===== config.mk =====
export PLATFORM = sky130hd
export DESIGN_NAME = parking_exit_ctrl_flat
export DESIGN_NICKNAME = d
export VERILOG_FILES = /design/src/rtl/parking_exit_ctrl_if.sv /design/src/rtl/parking_exit_ctrl.sv /design/src/flat_wrapper.sv
export SDC_FILE = /design/constraint.sdc
export NUM_CORES = 1
export LEC_CHECK = 0
export ABC_CLOCK_PERIOD_IN_PS = 4100
export CAP_MARGIN = 10
export CORE_MARGIN = 10
export CORE_UTILIZATION = 42
export DETAILED_ROUTE_END_ITERATION = 10
export GPL_TIMING_DRIVEN = 0
export HOLD_SLACK_MARGIN = 0.02
export PLACE_DENSITY_LB_ADDON = 0.1
export SLEW_MARGIN = 20
export SYNTH_ARGS = -nofsm -noshare
export SYNTH_HDL_FRONTEND = slang
export SYNTH_SLANG_ARGS = --single-unit

===== constraint.sdc =====
create_clock -name clk -period 4.1 [get_ports clk]
set_clock_uncertainty 0.05 [all_clocks]
set_input_delay 0.82 -clock clk [delete_from_list [all_inputs] [get_ports clk]]
set_output_delay 0.82 -clock clk [all_outputs]
set_load 0.02 [all_outputs]

===== src/rtl/parking_exit_ctrl_if.sv =====
// Exit-controller signal bundle: request/sensor/entry inputs and gate/pulse/occupancy outputs.
interface parking_exit_ctrl_if #(
  parameter int unsigned CNT_W = 8
);
  logic             exit_req;
  logic             in_sig;
  logic             out_sig;
  logic             car_entered;
  logic             gate_open;
  logic             exiting;
  logic             deny;
  logic             fault;
  logic [CNT_W-1:0] occupancy;
  logic             empty;
  logic             full;
  logic             ovf_err;

  modport master (
    output exit_req, in_sig, out_sig, car_entered,
    input  gate_open, exiting, deny, fault, occupancy, empty, full, ovf_err
  );

  modport slave (
    input  exit_req, in_sig, out_sig, car_entered,
    output gate_open, exiting, deny, fault, occupancy, empty, full, ovf_err
  );
endinterface


===== src/rtl/parking_exit_ctrl.sv =====
// Exit-side parking controller: walks inner/outer sensors through a pass, drives the
// exit gate with a total pass timeout, and owns the lot occupancy counter.
module parking_exit_ctrl #(
  parameter int unsigned CNT_W    = 8,
  parameter int unsigned CAPACITY = 100,
  parameter int unsigned TIMEOUT  = 1000,
  parameter int unsigned TO_W     = 16
) (
  input  logic                  clk,
  input  logic                  reset,
  parking_exit_ctrl_if.slave    bus
);

  localparam logic [CNT_W-1:0] CAP_V  = CNT_W'(CAPACITY);
  localparam logic [TO_W-1:0]  TO_END = TO_W'(TIMEOUT - 1);

  typedef enum logic [2:0] {
    IDLE  = 3'd0,
    ARMED = 3'd1,
    BOTH  = 3'd2,
    OUTER = 3'd3,
    ABORT = 3'd4
  } state_e;

  state_e           state_q, state_d;
  logic [TO_W-1:0]  timer_q, timer_d;
  logic [CNT_W-1:0] occ_q, occ_d;
  logic             ovf_q, ovf_d;
  logic             req_q;
  logic             gate_q, gate_d;
  logic             exiting_q, exit_done;
  logic             deny_q, deny_d;
  logic             fault_q, fault_d;
  logic             empty_q, full_q;
  logic             req_rise;
  logic             s_none, s_both, s_in_only, s_out_only, timed_out;

  assign req_rise   = bus.exit_req & ~req_q;
  assign s_none     = ~bus.in_sig & ~bus.out_sig;
  assign s_both     =  bus.in_sig &  bus.out_sig;
  assign s_in_only  =  bus.in_sig & ~bus.out_sig;
  assign s_out_only = ~bus.in_sig &  bus.out_sig;
  assign timed_out  = (timer_q == TO_END);

  // Pass sequencing; timeout outranks ARMED/BOTH moves but not a completing exit.
  always_comb begin
    state_d   = state_q;
    timer_d   = timer_q;
    exit_done = 1'b0;
    deny_d    = 1'b0;
    fault_d   = 1'b0;
    unique case (state_q)
      IDLE: begin
        if (req_rise) begin
          if (s_in_only && !empty_q) begin
            state_d = ARMED;
            timer_d = '0;
          end else begin
            deny_d = 1'b1;
          end
        end
      end
      ARMED: begin
        timer_d = timer_q + TO_W'(1);
        if (timed_out) begin
          state_d = ABORT;
          fault_d = 1'b1;
        end else if (s_both) begin
          state_d = BOTH;
        end else if (s_none) begin
          state_d = IDLE;
        end
      end
      BOTH: begin
        timer_d = timer_q + TO_W'(1);
        if (timed_out) begin
          state_d = ABORT;
          fault_d = 1'b1;
        end else if (s_out_only) begin
          state_d = OUTER;
        end else if (s_in_only) begin
          state_d = ARMED;
        end
      end
      OUTER: begin
        timer_d = timer_q + TO_W'(1);
        if (s_none) begin
          state_d   = IDLE;
          exit_done = 1'b1;
        end else if (timed_out) begin
          state_d = ABORT;
          fault_d = 1'b1;
        end else if (s_both) begin
          state_d = BOTH;
        end
      end
      ABORT: begin
        if (s_none) begin
          state_d = IDLE;
        end
      end
      default: begin
        state_d = IDLE;
      end
    endcase
    gate_d = (state_d == ARMED) || (state_d == BOTH) || (state_d == OUTER);
  end

  // Occupancy: simultaneous entry and exit cancel; saturate and flag at either bound.
  always_comb begin
    occ_d = occ_q;
    ovf_d = ovf_q;
    if (bus.car_entered && !exit_done) begin
      if (occ_q == CAP_V) begin
        ovf_d = 1'b1;
      end else begin
        occ_d = occ_q + CNT_W'(1);
      end
    end else if (exit_done && !bus.car_entered) begin
      if (occ_q == '0) begin
        ovf_d = 1'b1;
      end else begin
        occ_d = occ_q - CNT_W'(1);
      end
    end
  end

  always_ff @(posedge clk or posedge reset) begin
    if (reset) begin
      state_q   <= IDLE;
      timer_q   <= '0;
      occ_q     <= '0;
      ovf_q     <= 1'b0;
      req_q     <= 1'b0;
      gate_q    <= 1'b0;
      exiting_q <= 1'b0;
      deny_q    <= 1'b0;
      fault_q   <= 1'b0;
      empty_q   <= 1'b1;
      full_q    <= 1'b0;
    end else begin
      state_q   <= state_d;
      timer_q   <= timer_d;
      occ_q     <= occ_d;
      ovf_q     <= ovf_d;
      req_q     <= bus.exit_req;
      gate_q    <= gate_d;
      exiting_q <= exit_done;
      deny_q    <= deny_d;
      fault_q   <= fault_d;
      empty_q   <= (occ_d == '0);
      full_q    <= (occ_d == CAP_V);
    end
  end

  assign bus.gate_open = gate_q;
  assign bus.exiting   = exiting_q;
  assign bus.deny      = deny_q;
  assign bus.fault     = fault_q;
  assign bus.occupancy = occ_q;
  assign bus.empty     = empty_q;
  assign bus.full      = full_q;
  assign bus.ovf_err   = ovf_q;

endmodule


===== src/flat_wrapper.sv =====
// flat-port wrapper written by rule: the top's interface ports become plain ports
module parking_exit_ctrl_flat 
#(
  parameter int unsigned CNT_W    = 8,
  parameter int unsigned CAPACITY = 100,
  parameter int unsigned TIMEOUT  = 1000,
  parameter int unsigned TO_W     = 16
)
  (clk, reset, bus_exit_req, bus_in_sig, bus_out_sig, bus_car_entered, bus_gate_open, bus_exiting, bus_deny, bus_fault, bus_occupancy, bus_empty, bus_full, bus_ovf_err);
  parking_exit_ctrl_if #(.CNT_W(CNT_W)) bus_i ();
  input  logic clk;
  input  logic reset;
  input wire logic [$bits(bus_i.exit_req)-1:0] bus_exit_req;
  input wire logic [$bits(bus_i.in_sig)-1:0] bus_in_sig;
  input wire logic [$bits(bus_i.out_sig)-1:0] bus_out_sig;
  input wire logic [$bits(bus_i.car_entered)-1:0] bus_car_entered;
  output wire logic [$bits(bus_i.gate_open)-1:0] bus_gate_open;
  output wire logic [$bits(bus_i.exiting)-1:0] bus_exiting;
  output wire logic [$bits(bus_i.deny)-1:0] bus_deny;
  output wire logic [$bits(bus_i.fault)-1:0] bus_fault;
  output wire logic [$bits(bus_i.occupancy)-1:0] bus_occupancy;
  output wire logic [$bits(bus_i.empty)-1:0] bus_empty;
  output wire logic [$bits(bus_i.full)-1:0] bus_full;
  output wire logic [$bits(bus_i.ovf_err)-1:0] bus_ovf_err;
  assign bus_i.exit_req = bus_exit_req;
  assign bus_i.in_sig = bus_in_sig;
  assign bus_i.out_sig = bus_out_sig;
  assign bus_i.car_entered = bus_car_entered;
  assign bus_gate_open = bus_i.gate_open;
  assign bus_exiting = bus_i.exiting;
  assign bus_deny = bus_i.deny;
  assign bus_fault = bus_i.fault;
  assign bus_occupancy = bus_i.occupancy;
  assign bus_empty = bus_i.empty;
  assign bus_full = bus_i.full;
  assign bus_ovf_err = bus_i.ovf_err;
  parking_exit_ctrl #(.CNT_W(CNT_W), .CAPACITY(CAPACITY), .TIMEOUT(TIMEOUT), .TO_W(TO_W)) u_core (.clk(clk), .reset(reset), .bus(bus_i));
endmodule

Yosys cells after proc, flatten, opt, wreduce, memory -nomap -nowiden
Index checks and enable logic that the tools add are counted.

operators by class
  add/sub/neg operators = 3
  eq/ne operators = 13
  mux-type cells = 31
  bitwise gates (word level) = 8
  reduce and logical (&&, ||, !) cells = 18

operators by type and width
  operator                                          count
  two-way mux 3 bit                                 11
  two-way mux 16 bit                                2
  two-way mux 8 bit                                 4
  case mux 16 bit (2 select lines)                  1
  adder 16 x 1 -> 16 bit, second input constant     1
  == test 16 x 10 -> 1 bit, second input constant   1
  == test 8 x 7 -> 1 bit, second input constant     2
  logical NOT 8 bit                                 2
  case mux 3 bit (5 select lines)                   1
  == test 3 x 2 -> 1 bit, second input constant     4
  two-way mux 1 bit                                 11
  adder 8 x 1 -> 8 bit, second input constant       1
  subtractor 8 x 1 -> 8 bit, second input constant  1
  == test 3 x 1 -> 1 bit, second input constant     2
  AND reduction 3 bit                               2
  nonzero test 2 bit                                3
  AND 1 bit                                         5
  != test 2 x 1 -> 1 bit, second input constant     2
  == test 3 bit, second input constant              1
  logical AND 1 bit                                 3
  logical NOT 1 bit                                 3
  logical NOT 3 bit                                 1
  NOT 1 bit                                         3
  OR reduction 3 bit                                1
  4 further kinds                                   5

word-level totals
  flip-flop bits (word level) = 35
  bits of input ports = 6
  output and inout port bits = 15
  word-level logic and storage cells = 84

Depth between registers and ports, before layout
Gate-level depths: netlist (run 1).

  depth in word-level cells = 9
  gate-level depth with buffers = 8
  gate-level depth less buffers = 8

Worst setup path before layout (run 1)
No wires, ideal clock.

  kind = input to register
  start = in bus_in_sig
  end = reg u_core.full_q (netlist: u_core.bus.full)
  library setup time = 0.068 ns
  data arrival time = 2.559 ns
  required time = 3.982 ns
  slack = 1.423 ns
  stages = 7
  buffers on the path = 1
  path through = buf_2 > nand4bb_4 > a211oi_1 > and3_1 > a221oi_1 > or4b_1 > and4b_1

on the way
  word-level cells in the longest chain between the ends = 8
  elaborated cells on any way between the ends = 10
  those cells by class = eq/ne: 1; mux: 4; bitwise: 2; reduce/logical: 3

RTL lines
  what                                                    RTL line                                            source
  from (decl)                                             flat_wrapper.sv:14                                  input wire logic [$bits(bus_i.in_sig)-1:0] bus_in_sig;
  NOT 1 bit *                                             parking_exit_ctrl.sv:39                             assign s_none = ~bus.in_sig & ~bus.out_sig;
  AND 1 bit *                                             parking_exit_ctrl.sv:39
  two-way mux 1 bit *                                     parking_exit_ctrl.sv:87                             if (s_none) begin
  two-way mux 1 bit *                                     parking_exit_ctrl.sv:52                             unique case (state_q)
  logical AND 1 bit or logical NOT 1 bit (tied branches)  parking_exit_ctrl.sv:119, parking_exit_ctrl.sv:113
  two-way mux 8 bit or logical AND 1 bit (tied branches)  parking_exit_ctrl.sv:119, parking_exit_ctrl.sv:113
  two-way mux 8 bit *                                     parking_exit_ctrl.sv:113                            if (bus.car_entered && !exit_done) begin
  == test 8 x 7 -> 1 bit *                                parking_exit_ctrl.sv:152                            full_q <= (occ_d == CAP_V);
  to (signal assigned)                                    parking_exit_ctrl.sv:152
  to (decl)                                               parking_exit_ctrl.sv:34                             logic empty_q, full_q;

Mark *: on every way between the ends. The rest lies on a longest branch, timed or not.
A chain may end at the register's enable or synchronous reset.

Worst setup path in the final report (run 1)
  start = in bus_car_entered
  end = reg u_core.full_q (netlist: u_core.bus.full)

on the way
  word-level cells in the longest chain between the ends = 5
  elaborated cells on any way between the ends = 6
  those cells by class = eq/ne: 1; mux: 2; reduce/logical: 3

RTL lines
  what                      RTL line                  source
  from (decl)               flat_wrapper.sv:16        input wire logic [$bits(bus_i.car_entered)-1:0] bus_car_entered;
  logical NOT 1 bit         parking_exit_ctrl.sv:119  end else if (exit_done && !bus.car_entered) begin
  logical AND 1 bit         parking_exit_ctrl.sv:119
  two-way mux 8 bit         parking_exit_ctrl.sv:119
  two-way mux 8 bit *       parking_exit_ctrl.sv:113
  == test 8 x 7 -> 1 bit *  parking_exit_ctrl.sv:152

Marked as above.

==> flow_summary_export.csv, run 1 <==
group,metric,value,unit
pwr,pwr-share-comb,0.432,
die,die_w,89.9,um
pwr,p_per_area,615,nW/um^2
logic_synthesis,syn_nets,228,
logic_synthesis,syn_area_per_cell,9.37,um^2
logic_synthesis,syn-instance-count,219,
run,maxCapViolCount,0,
detailed_routing,drc,0,
cells_and_area,drive_gt1_frac,0.130,
setup_path,crit_path_top_delay_cell,"clkdlybuf4s50_1",
logic_synthesis,yosys_warnings,0,
detailed_routing,drtIter0Drc,78,
timing,min_period_over_period,0.748,
logic_synthesis,synth_top_area_share,0.415,
detailed_routing,drt-wirelength-per-cell,15.1,um
setup_path,start_kind,"input port",
cells_and_area,antennaDiodeCount,0,
detailed_routing,avgViaCountPerCell,5.45,
grt,grt-ovfl-total,0,
die,core-area,4720,um^2
detailed_routing,drt-pass1-iter-count,4,
logic_synthesis,ys_ff_latch,35,
clocking,postCtsHoldBufs,0,
logic_synthesis,post-synth-top-area-cell,"dfrtp_1",
clocking,post_cts_buffers,0,
logic_synthesis,ys.flop_type,"dfrtp_1",
pwr,ir_worst_vdd,0.332,mV
cells_and_area,area_growth,18.8,%
timing,drv_slew,0,
placement,dp.cells,305,
detailed_routing,antenna_left,0,
timing,relSlewSlack,0.515,
clocking,clk_latency,0.29,ns
cells_and_area,layoutNonFillerInstCount,313,
detailed_routing,wirelength,4720,um
grt,antenna_found_initial,0,
die,initial_core_util,0.434,
cells_and_area,final_nets,254,
timing,final_hold_viol_count,0,
grt,grt_max_degree,36,
status,status,"finished, final reports clean",
logic_synthesis,synth_area,2050,um^2
placement,place_hpwl,3450,um
grt,grt.total_usage,0.121,
die,rows,25,
placement,place.gp.congestion,0.863,
timing,worst_slew_pin_slew,0.727,ns
clocking,clk_pin_slew,0.08,ns
pwr,p_switching,0.612,mW
clocking,numClockSinks,35,
die,die_h,89.9,um
setup_path,crit_path_cell_trace,"clkdlybuf4s50_1 > or2_2 > a211oi_1 > and3_1 > a221oi_1 > or4b_1 > and4b_1",
setup_path,slowest_delay,0.55,ns
timing,grt_setup_unrepaired,"false",
clocking,root_buffer,"clkbuf_8",
timing,fin_tns_setup,0,ns
grt,grt_pass1_vias,1698,
pwr,p_int,0.887,mW
detailed_routing,vias,1706,
setup_path,worst-path-buf-inv,1,
timing,finalCriticalPeriod,3.07,ns
logic_synthesis,synth_edf_count,0,
clocking,h-tree-depth,2,
timing,clock.fmax,326,MHz
setup_path,cp_max_fo,8,
setup_path,crit_type,"in2reg",
pwr,clockPowerShare,0.214,
setup_path,required,4.28,ns
logic_synthesis,synth_area_leaders,"dfrtp_1 (41%), nor2_1 (4.6%), nand2_1 (4.4%)",
logic_synthesis,async_flop_share,1.00,
pwr,netSwitchingFraction,0.408,
die,num_io_pins,21,
logic_synthesis,synth.distinct_cells,60,
pwr,power.leakage,1.00,nW
pwr,p_seq_frac,0.354,
placement,io_buffers,19,
clocking,clockBufferDepth,2,
setup_path,crit_family,"simple AND/OR/NAND/NOR gates",
clocking,cts_buffers,5,
grt,grt_pass1_wl,8260,um
setup_path,arrival,3.24,ns
clocking,cts_tree,"built",
timing,finalSetupViolCount,0,
setup_path,endpoint_kind,"flop",
die,die_area,8080,um^2
clocking,cts_resized,0,
hold_path,hold_class,"reg2reg",
logic_synthesis,synth-seq-area-share,0.427,
==> tightest hold or removal path, delay by kind of cell, from the launching register on <==
family,cells,cell delay [ns]
AOI/OAI and AO/OA,2,0.12
DFF,1,0.36
==> layout make-up <==
cell class	instances	area (um^2)
fillers	444	2280
clock inverters	3	43.8
multi-input cells	166	1090
clock buffers	5	68.8
flip-flops and latches	35	877
plain buffers	10	53.8
inverters	8	30.0
repair buffers	19	190
well taps	67	83.8
==> cells in the mapped netlist (2+ instances only) <==
master	count
or3_1	3
nor2b_1	2
nor4_4	2
a21oi_1	6
nor3_1	4
o31ai_1	3
clkbuf_1	4
nand2_1	24
and3_1	5
inv_1	8
nor4_1	3
nand3_1	6
a22o_1	3
nand4_1	9
o21ai_0	15
nor3b_1	2
nand4b_1	2
a22oi_1	2
ha_1	3
xnor2_1	5
xor2_1	7
or2_2	2
o2bb2ai_1	2
buf_2	4
dfrtp_1	34
nor2_1	25
==> final timing paths <==
| check | slack (ns) | cells after the start | start | to |
|---|---|---|---|---|
| worst max-delay path | 1.03 | 7 | bus_car_entered | u_core.bus.full |
| worst min-delay path | 0.46 | 2 | u_core.bus.ovf_err | u_core.bus.ovf_err |
| worst max register to register | 1.29 | 8 | u_core.bus.occupancy[0] | u_core.bus.full |
| worst min register to register | 0.46 | 2 | u_core.bus.ovf_err | u_core.bus.ovf_err |
| max in group asynchronous | 2.61 | 2 | reset | u_core.bus.occupancy[0] |
| min in group asynchronous | 0.91 | 2 | reset | u_core.timer_q[7] |
==> layer usage <==
metal,track usage,part of all wire
met1,0.135,0.43
met2,0.210,0.51
met3,0.0357,0.039
met4,0.0517,0.019
met5,0,0
==> kinds of logic (layout without fill, tap and decap cells) <==
family	Yosys count	in the layout	synth area share
compound gates	48	48	0.162
xor+xnor	12	12	0.0512
fa+ha+maj	3	3	0.0183
buf+inv	18	45	0.0409
flops	35	35	0.427
mux	1	1	0.00488
simple gates	102	102	0.296
==> flip-flops by register name, summed over array words and instances, names as in the netlist <==
register	count
u_core.bus.deny	1
u_core.bus.empty	1
u_core.bus.exiting	1
u_core.bus.fault	1
u_core.bus.full	1
u_core.bus.gate_open	1
u_core.bus.occupancy	8
u_core.bus.ovf_err	1
u_core.req_q	1
u_core.state_q	3
u_core.timer_q	16
==> cells in the final DEF (no fill, tap or decap), types with 4 or more instances in the layout <==
| master | Yosys | final |
|---|---|---|
| dfrtp_1 | 34 | 34 |
| nor2_1 | 25 | 25 |
| nand2_1 | 24 | 24 |
| clkdlybuf4s50_1 | 0 | 19 |
| o21ai_0 | 15 | 15 |
| nand4_1 | 9 | 9 |
| inv_1 | 8 | 7 |
| xor2_1 | 7 | 7 |
| a21oi_1 | 6 | 6 |
| nand3_1 | 6 | 6 |
| and3_1 | 5 | 5 |
| xnor2_1 | 5 | 5 |
| clkbuf_8 | 0 | 5 |
| buf_2 | 4 | 4 |
| clkbuf_1 | 4 | 4 |
| nor3_1 | 4 | 4 |
==> power groups by stage <==
stage | clock, mW | sequential, mW | combinational, mW
after floorplan | 0 | 0.572 | 0.394
after global placement | 0 | 0.536 | 0.654
final | 0.321 | 0.531 | 0.647
after global routing | 0.341 | 0.548 | 0.718
after CTS | 0.329 | 0.530 | 0.655
after detailed placement | 0 | 0.535 | 0.653
==> stage by stage <==
| step | total power [mW] | area [um^2] | setup slack [ns] | hold WS [ns] | utilization |
|---|---|---|---|---|---|
| CTS | 1.51 | 2440 | 1.03 | 0.469 | 0.516 |
| finish | 1.50 | 2440 | 1.03 | 0.463 | 0.516 |
| global placement | 1.19 | 2330 | 0.705 | 0.445 | 0.492 |
| floorplan | 0.966 | 2050 | 1.42 | 0.418 | - |
| global route | 1.61 | 2440 | 0.859 | 0.503 | 0.516 |
| detailed placement | 1.19 | 2330 | 0.741 | 0.450 | 0.492 |
Note: power is estimated with default switching activity, not from simulation.
==> inputs of run 2 (changes only) <==
ABC_CLOCK_PERIOD_IN_PS = 2700   (was 4100)
clock period = 2.7 ns   (was 4.1 ns; I/O delays follow)
==> run 2 against run 1 <==
Compared with the run above: non-clock buffer count increased by 4; routed wire length increased by 2.5%; sequential share of layout area decreased by 1.1 points; total power increased by 57%; combinational power increased by 65%; global-route usage increased by 0.12 points; flip-flop and latch count unchanged; design area increased by 3.5%; clock power increased by 51%; sequential power increased by 50%; die area unchanged; hold slack got worse by 0.0042 ns.
==> flow_summary_export.csv, run 2 (synthesized netlist as in run 1, its figures left out) <==
group,metric,value,unit
cells_and_area,top_register,"u_core.timer_q",
timing,relSlewSlack,0.519,
grt,groute.layer.met1.usage,0.139,
grt,grt_use_met2,0.215,
timing,final_hold_viol_count,0,
clocking,clk_pin_slew,0.08,ns
status,status,"finished, final reports clean",
grt,antenna_found_initial,0,
grt,grt-ovfl-total,0,
grt,grt_max_degree,36,
grt,grt_pass1_wl,8390,um
pwr,total_power,2.35,mW
cells_and_area,largest_reg_flops,16,
timing,finalCriticalPeriod,2.55,ns
detailed_routing,drt-pass1-iter-count,4,
timing,finalSetupViolCount,0,
setup_path,endpoint_kind,"flop",
clocking,clk_latency,0.29,ns
placement,io_buffers,19,
placement,place_hpwl,3450,um
die,initial_core_util,0.434,
die,die_h,89.9,um
setup_path,required,2.84,ns
die,die_w,89.9,um
run,maxCapViolCount,0,
hold_path,hold_class,"reg2reg",
grt,met3_usage,0.0324,
grt,grt.total_usage,0.123,
clocking,h-tree-depth,2,
detailed_routing,drt-wirelength-per-cell,15.3,um
timing,drv_slew,0,
placement,place.gp.congestion,0.863,
timing,worst_slack,0.148,ns
die,core-area,4720,um^2
grt,busiest_layer,"met2",
clocking,clockBufferDepth,2,
placement,place_ws,-0.379,ns
timing,clock.fmax,392,MHz
setup_path,r2r_end,"u_core.bus.empty",
setup_path,cp_max_fo,9,
clocking,numClockSinks,35,
detailed_routing,drtIter0Drc,77,
die,die_area,8080,um^2
setup_path,crit_type,"reg2reg",
detailed_routing,wirelength,4840,um
detailed_routing,drc,0,
setup_path,reg2reg_depth,9,
cells_and_area,final_cell_mix,"dfrtp_1 (32), nor2_1 (24), nand2_1 (24)",
timing,fin_tns_setup,0,ns
die,num_io_pins,21,
timing,grt_setup_unrepaired,"true",
die,rows,25,
setup_path,r2r_slack,0.15,ns
detailed_routing,antenna_left,0,
cells_and_area,final_nets,258,
detailed_routing,avgViaCountPerCell,5.48,
cells_and_area,drive_gt1_frac,0.168,
pwr,ir_worst_vdd,0.523,mV
setup_path,critPathLaunch,"u_core.bus.occupancy[1]",
clocking,postCtsHoldBufs,0,
pwr,power.leakage,1.04,nW
setup_path,timing.rr.start,"u_core.bus.occupancy[1]",
clocking,cts_tree,"built",
detailed_routing,vias,1736,
setup_path,crit_end,"u_core.bus.empty",
grt,grt_pass1_vias,1706,
timing,min_period_over_period,0.945,
setup_path,start_kind,"flop",
timing,worst_slew_pin_slew,0.721,ns
setup_path,arrival,2.69,ns
pwr,p_per_area,932,nW/um^2
clocking,root_buffer,"clkbuf_8",
cells_and_area,antennaDiodeCount,0,
clocking,cts_buffers,5,
cells_and_area,area_growth,23.0,%
cells_and_area,layout_commonest_cell,"dfrtp_1",
-- run 2: repair_timing --
item,4_1_cts,5_1_grt
pin swaps,0,3
endpoints found under the setup margin,2,2
setup buffers,1,3
resized for setup,5,9
-- run 2: worst max-delay path, cell delays in order (launching register included) --
cell,delay (ns)
dfrtp_2,0.47
inv_1,0.08
ha_2,0.22
nor3b_4,0.31
buf_4,0.18
or3_1,0.09
nand4_1,0.12
a2bb2oi_2,0.20
or4b_1,0.49
nor4_1,0.22
-- run 2: routing by layer --
metal	part of all wire	up-vias
met5	0	-
met4	0.014	0
met3	0.041	7
met2	0.52	35
met1	0.42	840
li1	-	854
-- run 2: cell type report --
class,count,area [um^2]
fillers,436,2200
multi-input cells,166,1140
flip-flops and latches,35,880
repair buffers,23,225
well taps,67,83.8
clock buffers,5,68.8
plain buffers,10,53.8
clock inverters,3,43.8
inverters,8,30.0
-- run 2: where the power goes --
part / leakage [nW] / internal, mW / total, mW / switching (mW)
Clock: 0.0581 / 0.275 / 0.484 / 0.209
Sequential: 0.451 / 0.650 / 0.798 / 0.147
Combinational: 0.535 / 0.470 / 1.07 / 0.602
Total: 1.04 / 1.40 / 2.35 / 0.958
-- run 2: worst min path at each step --
stage	to	from	depth (start not counted)	slack (ns)
detailed placement	u_core.bus.ovf_err	u_core.bus.ovf_err	2	0.45
CTS	u_core.bus.ovf_err	u_core.bus.ovf_err	2	0.47
global placement	u_core.timer_q[7]	u_core.timer_q[7]	1	0.44
finish	u_core.bus.ovf_err	u_core.bus.ovf_err	2	0.46
global route	u_core.bus.ovf_err	u_core.bus.ovf_err	2	0.50
floorplan	u_core.timer_q[7]	u_core.timer_q[7]	1	0.42
-- run 2: through the flow --
step,instance area [um^2],std cells,util,hold slack [ns]
floorplan,2050,219,-,0.418
global placement,2330,305,0.492,0.445
detailed placement,2330,305,0.492,0.450
CTS,2470,314,0.524,0.469
global route,2520,317,0.535,0.503
finish,2520,317,0.535,0.459
